## src/rtl/alu_pkg.sv

```systemverilog
// Shared ALU encodings: ALUOp values, R-type funct codes, ALU select enum.
// Imported by the ALU control decoder and by the ALU itself.
package alu_pkg;

    localparam logic [1:0] ALUOP_MEM   = 2'b00;
    localparam logic [1:0] ALUOP_BEQ   = 2'b01;
    localparam logic [1:0] ALUOP_RTYPE = 2'b10;
    localparam logic [1:0] ALUOP_RSVD  = 2'b11;

    localparam logic [5:0] FUNCT_ADD = 6'b100000;
    localparam logic [5:0] FUNCT_SUB = 6'b100010;
    localparam logic [5:0] FUNCT_AND = 6'b100100;
    localparam logic [5:0] FUNCT_OR  = 6'b100101;
    localparam logic [5:0] FUNCT_SLT = 6'b101010;

    // SEL_NOP makes the ALU pass operand A through unchanged
    typedef enum logic [2:0] {
        SEL_AND = 3'b000,
        SEL_OR  = 3'b001,
        SEL_ADD = 3'b010,
        SEL_NOP = 3'b011,
        SEL_SUB = 3'b110,
        SEL_SLT = 3'b111
    } alu_sel_e;

    // Decoder response: select code plus unsupported-encoding flag
    typedef struct packed {
        alu_sel_e sel;
        logic     illegal;
    } alu_ctl_t;

endpackage

```

## src/rtl/alu_funct_decode.sv

```systemverilog
// R-type funct -> {select, illegal} lookup. Full 6-bit compare, so any
// funct outside the supported set maps to SEL_NOP and flags illegal.
module alu_funct_decode
    import alu_pkg::*;
(
    input  logic [5:0] funct,
    output alu_ctl_t   ctl
);

    // Combinational funct lookup; default arm keeps outputs X-free
    always_comb begin
        ctl = '{sel: SEL_NOP, illegal: 1'b1};
        case (funct)
            FUNCT_ADD: ctl = '{sel: SEL_ADD, illegal: 1'b0};
            FUNCT_SUB: ctl = '{sel: SEL_SUB, illegal: 1'b0};
            FUNCT_AND: ctl = '{sel: SEL_AND, illegal: 1'b0};
            FUNCT_OR:  ctl = '{sel: SEL_OR,  illegal: 1'b0};
            FUNCT_SLT: ctl = '{sel: SEL_SLT, illegal: 1'b0};
            default:   ctl = '{sel: SEL_NOP, illegal: 1'b1};
        endcase
    end

endmodule

```

## src/rtl/alu_control.sv

```systemverilog
// EX-stage ALU control: ALUOp/funct -> ALU select code, plus a sticky
// debug flag recording any unsupported encoding since reset.
// Build option: ALU_CONTROL_SELECT_REG_EN registers select/illegal
// (1-cycle latency, reset to add/legal); otherwise they are combinational.
module alu_control
    import alu_pkg::*;
(
    input  logic       clk,
    input  logic       rst,
    input  logic [1:0] alu_op,
    input  logic [5:0] funct,
    output logic [2:0] select,
    output logic       illegal,
    output logic       illegal_seen
);

    alu_ctl_t rtype_ctl;
    alu_ctl_t dec_ctl;

    alu_funct_decode u_funct_decode (
        .funct (funct),
        .ctl   (rtype_ctl)
    );

    // ALUOp mux: memory/branch ops ignore funct, reserved op is a NOP
    always_comb begin
        dec_ctl = '{sel: SEL_NOP, illegal: 1'b1};
        case (alu_op)
            ALUOP_MEM:   dec_ctl = '{sel: SEL_ADD, illegal: 1'b0};
            ALUOP_BEQ:   dec_ctl = '{sel: SEL_SUB, illegal: 1'b0};
            ALUOP_RTYPE: dec_ctl = rtype_ctl;
            ALUOP_RSVD:  dec_ctl = '{sel: SEL_NOP, illegal: 1'b1};
            default:     dec_ctl = '{sel: SEL_NOP, illegal: 1'b1};
        endcase
    end

`ifdef ALU_CONTROL_SELECT_REG_EN
    alu_ctl_t ctl_q;

    // Output register, loaded every edge; resets to a legal add
    always_ff @(posedge clk) begin
        if (rst) ctl_q <= '{sel: SEL_ADD, illegal: 1'b0};
        else     ctl_q <= dec_ctl;
    end

    assign select  = ctl_q.sel;
    assign illegal = ctl_q.illegal;
`else
    assign select  = dec_ctl.sel;
    assign illegal = dec_ctl.illegal;
`endif

    // Sticky unsupported-encoding flag; reset wins over a same-edge set
    always_ff @(posedge clk) begin
        if (rst)          illegal_seen <= 1'b0;
        else if (illegal) illegal_seen <= 1'b1;
    end

endmodule

```

## config.mk

```make
export PLATFORM = sky130hd
export DESIGN_NAME = alu_control
export DESIGN_NICKNAME = d
export VERILOG_FILES = /design/src/rtl/alu_pkg.sv /design/src/rtl/alu_funct_decode.sv /design/src/rtl/alu_control.sv
export SDC_FILE = /design/constraint.sdc
export NUM_CORES = 1
export LEC_CHECK = 0
export BUFFER_PORTS_ARGS = -buffer_cell sky130_fd_sc_hd__buf_4
export CORE_AREA = 5 5 42 44
export DETAILED_ROUTE_END_ITERATION = 10
export DIE_AREA = 0 0 47 49
export PLACE_DENSITY = 0.41
export SLEW_MARGIN = 25
export SYNTH_ARGS = -nofsm -noshare
export SYNTH_HDL_FRONTEND = slang
export SYNTH_SLANG_ARGS = --single-unit
```

## constraint.sdc

```tcl
create_clock -name clk -period 1.17 [get_ports clk]
set_clock_uncertainty 0.2 [all_clocks]
set_input_delay 0.1755 -clock clk [delete_from_list [all_inputs] [get_ports clk]]
set_output_delay 0.1755 -clock clk [all_outputs]
set_load 0.03 [all_outputs]
```

; ---- Yosys cells after proc, flatten, opt, wreduce, memory -nomap -nowiden
; Cells that the tools add are included.
[classes]
reduce_logical = 1
muxes = 2
eq_ne = 8
[op_table]
columns = op, n
row1 = "equality test 6 bit, second input constant", 5
row2 = one-hot mux 4 bit (5 select lines), 1
row3 = one-hot mux 4 bit (4 select lines), 1
row4 = "equality test 2 bit, second input constant", 2
row5 = "equality test 2 x 1 -> 1 bit, second input constant", 1
row6 = zero test 2 bit, 1
[word_totals]
word_cells = 12
ff_bits = 1
output_inout_bits = 5
inputBits = 10

; ---- Longest topological paths before layout
[logic_depth]
depth_word = 3
depth_mapped = 3
depth_no_buf = 3

; ---- Hierarchy
; A second synthesis with hierarchy kept.
[hier_totals]
hier_cells = 18
area_unflattened_um2 = 131.4
[modules_own_cells]
columns = mod, cells_each, instances, seq_area_each_um2, area_each_um2
row1 = alu_control, 7, 1, 20.0, 67.6
row2 = alu_funct_decode, 11, 1, 0.0, 63.8

; ---- Least setup slack after synthesis
; No wires, ideal clock.
[synth_path]
path_type = in2out
start = in alu_op[0]
end = out select[2]
required_time_ns = 0.794
path_slack_ns = -0.080
path_stages = 2
arrival_time_ns = 0.874
path_cell_list = inv_1 o21ai_0
[synth_via]
elab_chain_cells = 2
word_cells_on_any_way = 5
cone_classes = eq/ne: 3 / mux: 1 / reduce/logical: 1
[synth_lines]
columns = item, line
row1 = from (decl), alu_control.sv:10  ; input logic [1:0] alu_op,
row2 = equality test 2 bit (tied with other cells), alu_control.sv:28  ; case (alu_op)
row3 = one-hot mux 4 bit (4 select lines) (*), alu_control.sv:28
row4 = to (decl), alu_control.sv:12  ; output logic [2:0] select,
; Every way passes the cells marked *; elsewhere a longest branch is shown, timed or not.

; ---- Final worst setup path
[layout_path]
start = in funct[1]
end = out select[0]
[layout_via]
elab_chain_cells = 3
word_cells_on_any_way = 7
cone_classes = eq/ne: 5 / mux: 2
[layout_lines]
columns = item, line
row1 = from (decl), alu_control.sv:11  ; input logic [5:0] funct,
row2 = equality test 6 bit, alu_funct_decode.sv:13  ; case (funct)
row3 = one-hot mux 4 bit (5 select lines) (*), alu_funct_decode.sv:13
row4 = one-hot mux 4 bit (4 select lines) (*), alu_control.sv:28
; Marked as above.

==> impl_metrics.json <==
{
  "finish.utilization_pct": 27.32,
  "cp-end-kind": "output pin",
  "violations": "setup timing",
  "std_cell_rows": 14,
  "grt_setup_unrepaired": "true",
  "vias": 205,
  "grt_start_max_net_pins": 7,
  "finalWorstSetupSlack_ps": -121.5,
  "p_seq_share_pct": 23.8,
  "cp-startpoint": "funct[1]",
  "largest_reg_flops": 1,
  "instances_no_fill": 52,
  "slew_headroom_pct": 87.90,
  "drv_cap": 0,
  "ioPinCount": 15,
  "multi_input_area_sq_um": 166.4,
  "largestRegisters": "illegal_seen (1)",
  "die_w_um": 47,
  "hold_viol_final": 0,
  "dp_cells": 52,
  "antenna_cells": 0,
  "top_register": "illegal_seen",
  "fmax_mhz": 774.3,
  "grt_usage_pct": 4.919,
  "syn-instance-count": 19,
  "power_density_nw_per_um2": 438.3,
  "arrival_ps": 920,
  "ant_nets": 0,
  "dieHeight_um": 49,
  "drcViolationCount": 0,
  "hpwl_um": 491.9,
  "routedWlPerCell_um": 11.17,
  "irDropWorstVdd_mv": 0.1405,
  "switchingPower_mw": 0.05826,
  "placed_cell_area_sq_um": 314.1,
  "p_int_mw": 0.1095,
  "syn-cell-area_sq_um": 166.4,
  "drv_slew": 0,
  "power.total_mw": 0.1678,
  "postCtsSetupBuffers": 0,
  "finalSetupViolations": 5,
  "dieArea_sq_um": 2303,
  "start_kind": "primary input",
  "status": "finished with violations",
  "fin_crit_ps": 1291,
  "initial_utilization_pct": 11.88,
  "drt_iter0_drc": 0,
  "hold_class": "in2reg",
  "pwr-share-clk_pct": 0,
  "area_delta_synth_final_pct": 130.1,
  "cp_max_fo": 4,
  "grt_util_met1_pct": 7.205,
  "seq_area_frac_synth_pct": 12.03,
  "r2r_start": "illegal_seen$_SDFFE_PP0P_",
  "yosys_warnings": 0,
  "grt_util_met2_pct": 6.561,
  "wl_um": 581,
  "required_ps": 790,
  "design_area_sq_um": 382.9,
  "clk_latency_ps": 0,
  "core-area_sq_um": 1401,
  "ys_ff_latch": 1,
  "antenna_found_initial": 0,
  "route.detailed.vias_per_inst": 3.942,
  "syn_avg_cell_area_sq_um": 8.758,
  "post-route-period-util_pct": 110.4,
  "min_from": "rst",
  "fillers": 172,
  "p_leak_nw": 0.1681,
  "overflow": 0,
  "globalRouteMet3Util_pct": 2.952,
  "fin_nets": 48,
  "syn_nets": 29,
  "grt_pass1_vias": 222,
  "globalplace.congestion": 0.6488,
  "seqCellArea_sq_um": 20.02,
  "comb_power_share_pct": 76.2,
  "p_sw_share_pct": 34.72,
  "tightest_slew_ps": 177.9,
  "criticalPathCategory": "in2out",
  "synth.distinct_cells": 16,
  "drive_above_1_share_pct": 75.00,
  "cts-hold-fix-buffers": 0,
  "clk_pin_slew_worst_paths_ps": 0,
  "grt_pass1_wl_um": 917,
  "numPortBuffers": 14,
  "first_pass_iters": 1,
  "top_usage_layer": "met1"
}
## layout by cell type, fill, tap and decap left out
cell type,n
o21ai_2,2
a21boi_2,1
and4bb_1,2
nor3b_4,1
nor3b_2,1
buf_4,7
nor2b_1,1
buf_8,1
nand3_2,1
nor2b_2,1
buf_6,9
nand4_1,1
o22ai_2,1
dfxtp_1,1
mux2i_2,1
inv_1,2
nand2b_1,2
and3_4,1
## layout make-up
cell class              instances  area share [%]
flip-flops and latches          1           5.229
repair buffers                 17           44.12
multi-input cells              16           43.46
well taps                      16           5.229
inverters                       2           1.961
## through the flow
stage	setup slack (ps)	hold slack [ps]	setup TNS, ps
4_1_cts	-134.7	182.9	-506.4
2_1_floorplan	-23.35	76.09	-23.35
5_1_grt	-160.1	194.3	-616.8
6_report	-121.5	179.9	-408.5
3_3_place_gp	-189.9	182.1	-772.8
3_5_place_dp	-166.3	181.9	-601.6
## cells in the mapped netlist
master / number / share of area (%)
o21ai_0: 1 / 3.0
nor3b_2: 1 / 7.5
o21ai_1: 1 / 3.0
dfxtp_1: 1 / 12
mux2i_1: 1 / 6.0
and4bb_1: 2 / 15
nand4_1: 1 / 3.8
a21boi_2: 1 / 6.8
nor3b_1: 1 / 4.5
nor2b_2: 1 / 5.3
nand3_1: 1 / 3.0
nor2b_1: 1 / 3.8
and3_4: 1 / 6.8
nand2b_1: 2 / 7.5
o22ai_2: 1 / 7.5
inv_1: 2 / 4.5
## cell families after synthesis
group	after synthesis	share of synthesized area, %
multiplexers	1	6.015
buffers and inverters	2	4.513
flip-flops	1	12.03
AO/OA/AOI/OAI	4	20.29
AND/OR/NAND/NOR	11	57.14
## critical path: stages
cell	delay, ps
buf_6	80
mux2i_2	220
and3_4	240
a21boi_2	60
buf_6	140
## power groups by stage
| stage | sequential [mW] | combinational (mW) | clock, mW |
|---|---|---|---|
| 2_1_floorplan | 0.0468 | 0.0409 | 0 |
| 6_report | 0.0399 | 0.128 | 0 |
| 3_5_place_dp | 0.0400 | 0.106 | 0 |
| 5_1_grt | 0.0403 | 0.137 | 0 |
| 4_1_cts | 0.0400 | 0.123 | 0 |
| 3_3_place_gp | 0.0400 | 0.107 | 0 |
## path summary, 6_finish.rpt
check | end | slack, ps | depth (start not counted)
max | select[0] | -120 | 5
min | illegal_seen$_SDFFE_PP0P_ | 180 | 2
max reg2reg | illegal_seen$_SDFFE_PP0P_ | 400 | 2
min reg2reg | illegal_seen$_SDFFE_PP0P_ | 280 | 2
## timing repair
| action | in CTS | in global routing |
|---|---|---|
| cloned | 0 | 0 |
| endpoints found under the hold margin | 0 | 0 |
| endpoints found under the setup margin | 5 | 5 |
| pin swaps | 8 | 4 |
| gates resized for setup | 12 | 5 |
## routing by layer
| metal | share of wire, % | up-vias | wire length [um] |
|---|---|---|---|
| met3 | 20 | 0 | 118 |
| met5 | 0 | - | 0 |
| met1 | 42 | 82 | 243 |
| met4 | 0 | 0 | 0 |
| li1 | - | 108 | - |
| met2 | 38 | 15 | 219 |
Power figures use the tool's default switching activity.
